$ cat src/rtl/vram_fill.sv
// Rectangle-fill engine driving the VRAM write port, one pixel per clock.
// Optional on-screen clipping is enabled by defining VRAM_FILL_CLIP_EN.
`timescale 1ns/1ps

module vram_fill #(
  parameter int H_RES  = 256,
  parameter int V_RES  = 256,
  parameter int ADDR_W = 16,
  parameter int CW     = 9
) (
  input  logic              CLOCK_50,
  input  logic              reset,
  input  logic              cmd_valid,
  output logic              cmd_ready,
  input  logic [CW-1:0]     cmd_x,
  input  logic [CW-1:0]     cmd_y,
  input  logic [CW-1:0]     cmd_w,
  input  logic [CW-1:0]     cmd_h,
  input  logic [23:0]       cmd_color,
  output logic [ADDR_W-1:0] vram_wadr,
  output logic              vram_we,
  output logic [23:0]       vram_d,
  output logic              busy,
  output logic              done
);

  localparam logic [1:0] S_IDLE = 2'd0;
  localparam logic [1:0] S_FILL = 2'd1;
  localparam logic [1:0] S_FIN  = 2'd2;

  localparam logic [CW:0] ONE = (CW+1)'(1);

  logic [1:0]        r_state;
  logic [CW:0]       r_x0;
  logic [CW:0]       r_xe;
  logic [CW:0]       r_ye;
  logic [CW:0]       r_cur_x;
  logic [CW:0]       r_cur_y;
  logic [23:0]       r_color;
  logic [ADDR_W-1:0] r_wadr;
  logic              r_we;
  logic [23:0]       r_d;
  logic              r_busy;
  logic              r_done;
  logic              r_ready;

  logic [CW:0]       w_x;
  logic [CW:0]       w_y;
  logic [CW:0]       w_weff;
  logic [CW:0]       w_heff;
  logic              w_accept;
  logic              w_empty;
  logic [ADDR_W-1:0] w_addr;

  assign w_x = {1'b0, cmd_x};
  assign w_y = {1'b0, cmd_y};

`ifdef VRAM_FILL_CLIP_EN
  localparam logic [CW:0] HR = (CW+1)'(H_RES);
  localparam logic [CW:0] VR = (CW+1)'(V_RES);

  // Clamp the size to the visible area; fully off-screen origins give zero size.
  always_comb begin
    w_weff = {1'b0, cmd_w};
    w_heff = {1'b0, cmd_h};
    if (w_x >= HR)
      w_weff = '0;
    else if (w_weff > HR - w_x)
      w_weff = HR - w_x;
    if (w_y >= VR)
      w_heff = '0;
    else if (w_heff > VR - w_y)
      w_heff = VR - w_y;
  end
`else
  assign w_weff = {1'b0, cmd_w};
  assign w_heff = {1'b0, cmd_h};
`endif

  assign w_accept = (r_state == S_IDLE) && cmd_valid && r_ready;
  assign w_empty  = (w_weff == '0) || (w_heff == '0);
  // Modular arithmetic in ADDR_W bits gives the wrapped address directly.
  assign w_addr   = ADDR_W'(r_cur_y) * ADDR_W'(H_RES) + ADDR_W'(r_cur_x);

  always_ff @(posedge CLOCK_50 or posedge reset) begin
    if (reset) begin
      r_state <= S_IDLE;
      r_x0    <= '0;
      r_xe    <= '0;
      r_ye    <= '0;
      r_cur_x <= '0;
      r_cur_y <= '0;
      r_color <= '0;
      r_wadr  <= '0;
      r_we    <= 1'b0;
      r_d     <= '0;
      r_busy  <= 1'b0;
      r_done  <= 1'b0;
      r_ready <= 1'b1;
    end else begin
      case (r_state)
        S_IDLE: begin
          r_we   <= 1'b0;
          r_done <= 1'b0;
          if (w_accept) begin
            r_ready <= 1'b0;
            r_busy  <= 1'b1;
            r_x0    <= w_x;
            r_cur_x <= w_x;
            r_cur_y <= w_y;
            r_xe    <= w_x + w_weff - ONE;
            r_ye    <= w_y + w_heff - ONE;
            r_color <= cmd_color;
            r_state <= w_empty ? S_FIN : S_FILL;
          end else begin
            r_ready <= 1'b1;
            r_busy  <= 1'b0;
          end
        end
        S_FILL: begin
          r_we   <= 1'b1;
          r_wadr <= w_addr;
          r_d    <= r_color;
          if (r_cur_x == r_xe) begin
            r_cur_x <= r_x0;
            if (r_cur_y == r_ye)
              r_state <= S_FIN;
            else
              r_cur_y <= r_cur_y + ONE;
          end else begin
            r_cur_x <= r_cur_x + ONE;
          end
        end
        S_FIN: begin
          // busy and cmd_ready stay put; the following IDLE cycle releases them.
          r_we    <= 1'b0;
          r_done  <= 1'b1;
          r_state <= S_IDLE;
        end
        default: r_state <= S_IDLE;
      endcase
    end
  end

  assign cmd_ready = r_ready;
  assign vram_wadr = r_wadr;
  assign vram_we   = r_we;
  assign vram_d    = r_d;
  assign busy      = r_busy;
  assign done      = r_done;

endmodule

$ cat config.mk
export PLATFORM = sky130hd
export DESIGN_NAME = vram_fill
export DESIGN_NICKNAME = d
export VERILOG_FILES = /design/src/rtl/vram_fill.sv
export SDC_FILE = /design/constraint.sdc
export NUM_CORES = 1
export LEC_CHECK = 0
export CAP_MARGIN = 20
export CORE_MARGIN = 2
export CORE_UTILIZATION = 33
export CTS_BUF_LIST = sky130_fd_sc_hd__clkbuf_8 sky130_fd_sc_hd__clkbuf_16
export CTS_CLUSTER_DIAMETER = 120
export DETAILED_ROUTE_END_ITERATION = 8
export PLACE_DENSITY_LB_ADDON = 0.12
export SLEW_MARGIN = 30
export SYNTH_ARGS = -nofsm -noshare
export SYNTH_HDL_FRONTEND = slang
export SYNTH_SLANG_ARGS = --single-unit
$ cat constraint.sdc
create_clock -name CLOCK_50 -period 3.55 [get_ports CLOCK_50]
set_input_delay 0.355 -clock CLOCK_50 [delete_from_list [all_inputs] [get_ports CLOCK_50]]
set_output_delay 0.355 -clock CLOCK_50 [all_outputs]
set_load 0.05 [all_outputs]
==> metrics.txt, run 1 <==
# TYPE chip_impl_metric gauge
chip_impl_info{name="outcome",value="finished, final reports clean"} 1
chip_impl_metric{name="drt_first_pass_iters",unit=""} 4
chip_impl_info{name="timing_worst_setup_path_type",value="primary input to register"} 1
chip_impl_metric{name="syn-instance-count",unit=""} 755
chip_impl_metric{name="grt_antenna_before_repair",unit=""} 0
chip_impl_metric{name="detail_route.drc_violations",unit=""} 0
chip_impl_info{name="synth_ff_type",value="sky130_fd_sc_hd__dfrtp_1"} 1
chip_impl_metric{name="postCtsSetupBuffers",unit=""} 0
chip_impl_metric{name="avgRoutedWirePerCell",unit="um"} 14.10
chip_impl_metric{name="routed-via-count",unit=""} 5262
chip_impl_metric{name="grt_start_max_net_pins",unit=""} 58
chip_impl_metric{name="clockBufferDepth",unit=""} 2
chip_impl_metric{name="synthesis.area",unit="sq um"} 6500
chip_impl_metric{name="internal_cell_power",unit="mW"} 2.499
chip_impl_metric{name="setup_violations",unit=""} 0
chip_impl_metric{name="final.period_utilization",unit=""} 0.7872
chip_impl_metric{name="port_buffers",unit=""} 106
chip_impl_metric{name="seq_area_frac_synth",unit=""} 0.4583
chip_impl_metric{name="synthArstFlopShare",unit=""} 1.000
chip_impl_metric{name="power.sequential.fraction",unit=""} 0.421
chip_impl_metric{name="power.density_cell_area",unit="nW/um^2"} 386.9
chip_impl_metric{name="fin_setup_tns",unit="ns"} 0
chip_impl_metric{name="die-width",unit="um"} 144.3
chip_impl_metric{name="synth_fp_nets",unit=""} 859
chip_impl_metric{name="cts.reportedPaths.clkPinSlew",unit="ns"} 0.05
chip_impl_metric{name="cap_violations",unit=""} 0
chip_impl_metric{name="finalNetCount",unit=""} 956
chip_impl_metric{name="timing_worst_slew_pin_value",unit="ns"} 0.6227
chip_impl_info{name="worst_setup_path_end_kind",value="register"} 1
chip_impl_metric{name="p_switching",unit="mW"} 0.7252
chip_impl_info{name="synth.largest_area_cell",value="sky130_fd_sc_hd__dfrtp_1"} 1
chip_impl_metric{name="placed_cells_incl_taps",unit=""} 1098
chip_impl_metric{name="max-slew-margin-rel",unit=""} 0.5741
chip_impl_metric{name="design.core.area",unit="sq um"} 19400
chip_impl_metric{name="synth-edff-count",unit=""} 0
chip_impl_metric{name="avgSynthCellArea",unit="sq um"} 8.609
chip_impl_metric{name="grt_pass1_wl",unit="mm"} 26.29
chip_impl_metric{name="grt_overflow",unit=""} 0
chip_impl_metric{name="route.final.wire_length",unit="mm"} 15.88
chip_impl_metric{name="flip_flop_and_latch_count_after_synthesis",unit=""} 119
chip_impl_metric{name="synthDominantCellAreaShare",unit=""} 0.4543
chip_impl_info{name="hold_path.class",value="primary input to asynchronous set/reset pin"} 1
chip_impl_metric{name="gp_routability_congestion",unit=""} 0.8397
chip_impl_metric{name="share_clk_of_total_power",unit=""} 0.481
chip_impl_metric{name="post_drt_via_cell_ratio",unit=""} 4.673
chip_impl_metric{name="leakage",unit="nW"} 4.179
chip_impl_metric{name="grt_util_all_layers",unit=""} 0.1612
chip_impl_metric{name="antenna-diode-count",unit=""} 0
chip_impl_metric{name="postLayoutCoreUtil",unit=""} 0.4295
chip_impl_metric{name="arrival_worst_endpoint",unit="ns"} 3.12
chip_impl_info{name="start_kind",value="primary input"} 1
chip_impl_metric{name="worst-path-max-fanout",unit=""} 3
chip_impl_metric{name="worst_skew_pair.late_latency",unit="ns"} 0.42
chip_impl_metric{name="max_freq",unit="MHz"} 357.8
chip_impl_metric{name="count_of_unique_library_cells_instantiated_by_yosys",unit=""} 58
chip_impl_metric{name="total_power",unit="mW"} 3.224
chip_impl_metric{name="final.setup_skew",unit="ns"} 0.005129
chip_impl_metric{name="die_h",unit="um"} 144.3
chip_impl_metric{name="ys.warnings.count",unit=""} 0
chip_impl_metric{name="cts_hold_repair.buffers",unit=""} 0
chip_impl_info{name="synth_common_cells",value="sky130_fd_sc_hd__nand2_1, sky130_fd_sc_hd__dfrtp_1, sky130_fd_sc_hd__inv_1"} 1
chip_impl_metric{name="synthToLayoutAreaGrowth",unit="%"} 28.18
chip_impl_metric{name="initial_utilization",unit=""} 0.3351
chip_impl_info{name="cts-root-buf",value="sky130_fd_sc_hd__clkbuf_16"} 1
chip_impl_metric{name="place.detailed.hpwl",unit="mm"} 11.78
chip_impl_metric{name="post_cts_resized",unit=""} 0
chip_impl_info{name="cts_tree",value="yes"} 1
chip_impl_metric{name="drt_iter0_drc",unit=""} 286
chip_impl_metric{name="clock-sinks",unit=""} 119
chip_impl_metric{name="number_of_nets_with_antenna_violations_after_routing",unit=""} 0
chip_impl_metric{name="die_area",unit="sq um"} 20840
chip_impl_metric{name="power.switching_fraction",unit=""} 0.2249
chip_impl_metric{name="p_comb_frac",unit=""} 0.098
chip_impl_metric{name="tritoncts.num_buffers",unit=""} 17
chip_impl_metric{name="finalHoldViolations",unit=""} 0
chip_impl_metric{name="cp.required",unit="ns"} 3.87
chip_impl_info{name="largest_cells_by_area_after_synthesis",value="sky130_fd_sc_hd__dfrtp_1, sky130_fd_sc_hd__nand2_1, sky130_fd_sc_hd__ha_1"} 1
chip_impl_metric{name="via_count_of_the_first_global_routing_pass",unit=""} 5170
chip_impl_metric{name="power.ir.vdd_worst",unit="mV"} 0.2322
chip_impl_metric{name="finalCriticalPeriod",unit="ns"} 2.795
chip_impl_metric{name="h-tree-depth",unit=""} 4
chip_impl_metric{name="layout.cells.non_filler",unit=""} 1126
chip_impl_info{name="unrepaired_setup_endpoints_after_global_routing",value="false"} 1
chip_impl_metric{name="ios",unit=""} 107
chip_impl_info{name="yosysMostFrequentCell",value="sky130_fd_sc_hd__nand2_1"} 1
chip_impl_metric{name="num_rows",unit=""} 51
chip_impl_metric{name="layout-drive-gt1-share",unit=""} 0.06852
chip_impl_metric{name="number_of_slew_limit_violations_in_the_final_report",unit=""} 0
## power by group through the flow
stage	registers (mW)	clock network, mW	logic (mW)
after floorplan	1.38	0	0.188
after global placement	1.38	0	0.312
after detailed placement	1.38	0	0.319
after CTS	1.36	1.59	0.321
after global routing	1.36	1.65	0.362
final	1.36	1.55	0.315
## final timing paths
check	from	to	slack, ns	cells after the start
worst max-delay path	cmd_x[1]	r_xe[9]	0.76	13
worst min-delay path	reset	r_x0[4]	0.30	2
worst max register to register	r_cur_x[9]	r_state[0]	1.38	7
worst min register to register	r_color[4]	vram_d[4]	0.46	2
max in group asynchronous	reset	r_cur_y[8]	2.47	3
min in group CLOCK_50	r_color[4]	vram_d[4]	0.46	2
## registers in the layout, indices dropped and copies added (netlist names)
name / flops
r_color: 24
vram_d: 24
vram_wadr: 16
r_cur_x: 10
r_cur_y: 10
r_xe: 10
r_ye: 10
r_x0: 9
r_state: 2
busy: 1
cmd_ready: 1
done: 1
vram_we: 1
## logic make-up after synthesis
| kind of cell | count (synthesis) | share of synthesized area |
|---|---|---|
| buf+inv | 113 | 0.07353 |
| xor+xnor | 44 | 0.06044 |
| flops | 119 | 0.4583 |
| fa+ha+maj | 41 | 0.08239 |
| compound gates | 111 | 0.1034 |
| mux | 6 | 0.009817 |
| simple gates | 321 | 0.2121 |
## worst max-delay path, cell delays in order
cell and delay, ns:
sky130_fd_sc_hd__clkdlybuf4s50_1 0.49, sky130_fd_sc_hd__inv_1 0.07, sky130_fd_sc_hd__ha_1 0.28, sky130_fd_sc_hd__inv_1 0.05, sky130_fd_sc_hd__ha_1 0.17, sky130_fd_sc_hd__inv_1 0.06, sky130_fd_sc_hd__fa_1 0.39, sky130_fd_sc_hd__nor2b_1 0.13
sky130_fd_sc_hd__o21a_1 0.13, sky130_fd_sc_hd__o21ai_1 0.10, sky130_fd_sc_hd__a2111oi_0 0.59, sky130_fd_sc_hd__nor3_1 0.09, sky130_fd_sc_hd__o31ai_1 0.20
## through the flow
stage | hold WS, ns | setup WS, ns | cell area (sq um)
4_1_cts | 0.2971 | 0.8307 | 8332
2_1_floorplan | 0.4386 | 0.03918 | 6500
5_1_grt | 0.3121 | 0.5022 | 8332
6_report | 0.2969 | 0.7555 | 8332
3_5_place_dp | 0.4493 | 0.3970 | 7804
3_3_place_gp | 0.4470 | 0.4400 | 7804
## cell usage in the layout, fill, tap and decap left out, drive strengths merged, types with 15 or more instances in the layout
cell type / instances
clkdlybuf4s50: 106
nor2: 15
dfrtp: 118
ha: 38
a21oi: 28
xor2: 24
xnor2: 20
nand2: 240
nand3: 18
o21ai: 47
nor3: 16
inv: 79
clkbuf: 20
## layout make-up
class                           count  area, sq um
Clock buffer                       20        466.7
Clock inverter                      8        61.31
Fill cell                        1963        11070
Inverter                           76        287.8
Multi-Input combinational cell    523         3064
Sequential cell                   119         2979
Tap cell                          265        331.6
Timing Repair Buffer              115         1141
## per-layer routing
layer / global-route usage / up-vias / part of all wire / routed length, um
met5: 0 / - / 0 / 0
met4: 0.05519 / 0 / 0.015 / 238
met3: 0.03212 / 17 / 0.051 / 803
met2: 0.2377 / 124 / 0.42 / 6718
met1: 0.2353 / 2488 / 0.51 / 8123
li1: - / 2633 / - / -
Note: power is estimated with default switching activity, not from simulation.
==> inputs of run 2 (changes only) <==
- clock period: 3.55 -> 2.7 ns (I/O delays scaled with it)
==> metrics.txt, run 2 (synthesized netlist as in run 1, its figures left out) <==
# TYPE chip_impl_metric gauge
chip_impl_info{name="outcome",value="finished, final reports clean"} 1
chip_impl_metric{name="grt_antenna_before_repair",unit=""} 0
chip_impl_metric{name="number_of_slew_limit_violations_in_the_final_report",unit=""} 0
chip_impl_metric{name="setup_violations",unit=""} 0
chip_impl_metric{name="clock-sinks",unit=""} 119
chip_impl_metric{name="tritoncts.num_buffers",unit=""} 17
chip_impl_metric{name="number_of_nets_with_antenna_violations_after_routing",unit=""} 0
chip_impl_metric{name="drt_iter0_drc",unit=""} 221
chip_impl_metric{name="detail_route.drc_violations",unit=""} 0
chip_impl_metric{name="cts.reportedPaths.clkPinSlew",unit="ns"} 0.05
chip_impl_metric{name="ios",unit=""} 107
chip_impl_metric{name="max-slew-margin-rel",unit=""} 0.5254
chip_impl_metric{name="place_area",unit="sq um"} 7990
chip_impl_metric{name="placed_cells_incl_taps",unit=""} 1121
chip_impl_metric{name="finalNetCount",unit=""} 979
chip_impl_metric{name="finalHoldViolations",unit=""} 0
chip_impl_info{name="cts-root-buf",value="sky130_fd_sc_hd__clkbuf_16"} 1
chip_impl_metric{name="die_area",unit="sq um"} 20840
chip_impl_metric{name="synthToLayoutAreaGrowth",unit="%"} 32.80
chip_impl_info{name="hold_path.class",value="primary input to asynchronous set/reset pin"} 1
chip_impl_metric{name="power.ir.vdd_worst",unit="mV"} 0.2363
chip_impl_metric{name="via_count_of_the_first_global_routing_pass",unit=""} 5196
chip_impl_metric{name="num_rows",unit=""} 51
chip_impl_metric{name="cp.required",unit="ns"} 3.00
chip_impl_metric{name="layout-drive-gt1-share",unit=""} 0.09594
chip_impl_metric{name="post_drt_via_cell_ratio",unit=""} 4.615
chip_impl_metric{name="multi_input_gate_area",unit="sq um"} 3070
chip_impl_metric{name="n_fill_cell",unit=""} 1918
chip_impl_metric{name="layout.cells.non_filler",unit=""} 1151
chip_impl_metric{name="total_power",unit="mW"} 4.687
chip_impl_metric{name="timing_worst_slew_pin_value",unit="ns"} 0.7104
chip_impl_metric{name="power.density_cell_area",unit="nW/um^2"} 543.0
chip_impl_metric{name="gp_routability_congestion",unit=""} 0.8579
chip_impl_metric{name="grt_util_all_layers",unit=""} 0.1620
chip_impl_metric{name="design.core.area",unit="sq um"} 19400
chip_impl_info{name="timing_worst_setup_path_type",value="primary input to register"} 1
chip_impl_info{name="unrepaired_setup_endpoints_after_global_routing",value="false"} 1
chip_impl_metric{name="leakage",unit="nW"} 4.333
chip_impl_metric{name="detailedPlace.worstSlack",unit="ns"} -0.3212
chip_impl_metric{name="final.setup.worst_slack",unit="ns"} 0.1941
chip_impl_metric{name="seqCellArea",unit="sq um"} 2979
chip_impl_metric{name="die_h",unit="um"} 144.3
chip_impl_metric{name="finalHoldWorstSlack",unit="ns"} 0.3242
chip_impl_info{name="mostFrequentLayoutCells",value="sky130_fd_sc_hd__nand2_1, sky130_fd_sc_hd__dfrtp_1, sky130_fd_sc_hd__clkdlybuf4s50_1"} 1
chip_impl_metric{name="fin_setup_tns",unit="ns"} 0
chip_impl_info{name="final_common_cell",value="sky130_fd_sc_hd__nand2_1"} 1
chip_impl_info{name="cts_tree",value="yes"} 1
chip_impl_metric{name="avgRoutedWirePerCell",unit="um"} 13.84
chip_impl_metric{name="grt_overflow",unit=""} 0
chip_impl_metric{name="cap_violations",unit=""} 0
chip_impl_metric{name="design_area",unit="sq um"} 8632
chip_impl_metric{name="die-width",unit="um"} 144.3
chip_impl_metric{name="worst_skew_pair.late_latency",unit="ns"} 0.41
chip_impl_metric{name="final.setup_skew",unit="ns"} 0.007720
chip_impl_metric{name="final.period_utilization",unit=""} 0.9281
chip_impl_metric{name="routed-via-count",unit=""} 5312
chip_impl_metric{name="antenna-diode-count",unit=""} 0
chip_impl_metric{name="max_freq",unit="MHz"} 399.1
chip_impl_metric{name="route.final.wire_length",unit="mm"} 15.93
chip_impl_metric{name="initial_utilization",unit=""} 0.3351
chip_impl_metric{name="postLayoutCoreUtil",unit=""} 0.4450
chip_impl_metric{name="cts_hold_repair.buffers",unit=""} 0
chip_impl_metric{name="clockBufferDepth",unit=""} 2
chip_impl_metric{name="place.detailed.hpwl",unit="mm"} 11.82
chip_impl_metric{name="h-tree-depth",unit=""} 4
chip_impl_metric{name="worst-path-max-fanout",unit=""} 2
chip_impl_metric{name="arrival_worst_endpoint",unit="ns"} 2.81
chip_impl_info{name="worst_setup_path_end_kind",value="register"} 1
chip_impl_metric{name="grt_pass1_wl",unit="mm"} 26.38
chip_impl_metric{name="finalCriticalPeriod",unit="ns"} 2.506
chip_impl_metric{name="port_buffers",unit=""} 106
chip_impl_metric{name="drt_first_pass_iters",unit=""} 5
chip_impl_info{name="start_kind",value="primary input"} 1
chip_impl_metric{name="grt_start_max_net_pins",unit=""} 56
run 2: cell types whose count changed in the layout (fill, tap and decap cells not counted), sizes merged:
cell	previous run	this run
buf	9	32
bufinv	1	5
clkinv	4	2
clkinvlp	0	2
clkbuf	20	19
inv	79	78
run 2: repair_timing:
action,in CTS,in global routing
setup endpoints to repair,0,1
setup buffers,0,0
resized for setup,0,2
run 2: per-layer routing:
layer | vias up | GRT usage | share of wire
met2 | 124 | 0.2462 | 0.43
li1 | 2674 | - | -
met3 | 16 | 0.03079 | 0.046
met4 | 0 | 0.05519 | 0.015
met1 | 2498 | 0.2319 | 0.51
met5 | - | 0 | 0
run 2: final timing paths:
path | start | to | slack (ns) | cells past startpoint
max | cmd_x[1] | r_xe[7] | 0.19 | 14
min | reset | r_color[23] | 0.32 | 2
max reg2reg | r_cur_x[9] | r_cur_y[1] | 0.61 | 6
min reg2reg | r_color[2] | vram_d[2] | 0.46 | 2
max in group asynchronous | reset | r_x0[4] | 1.67 | 3
min in group CLOCK_50 | cmd_color[6] | r_color[6] | 0.39 | 3
run 2: power breakdown:
| part | total (mW) | switching, mW | internal [mW] |
|---|---|---|---|
| combinational | 0.463 | 0.222 | 0.241 |
| clock | 2.44 | 0.776 | 1.66 |
| sequential | 1.79 | 0 | 1.79 |
| total | 4.69 | 0.998 | 3.69 |
run 2: critical path: stages:
cell and delay (ns):
sky130_fd_sc_hd__clkdlybuf4s50_1 0.47, sky130_fd_sc_hd__inv_1 0.07, sky130_fd_sc_hd__ha_1 0.29, sky130_fd_sc_hd__inv_1 0.06, sky130_fd_sc_hd__ha_1 0.16, sky130_fd_sc_hd__inv_1 0.05
sky130_fd_sc_hd__fa_1 0.37, sky130_fd_sc_hd__nor2b_1 0.13, sky130_fd_sc_hd__o21a_1 0.14, sky130_fd_sc_hd__o21ai_1 0.09, sky130_fd_sc_hd__buf_4 0.15, sky130_fd_sc_hd__a21boi_0 0.21
sky130_fd_sc_hd__o21ai_0 0.11, sky130_fd_sc_hd__a31o_2 0.25
run 2: layout make-up:
cell class,instances,area share
Clock buffer,19,0.05247
Clock inverter,11,0.02116
Inverter,76,0.03348
Multi-Input combinational cell,523,0.3557
Sequential cell,119,0.3451
Tap cell,265,0.03841
Timing Repair Buffer,138,0.1536
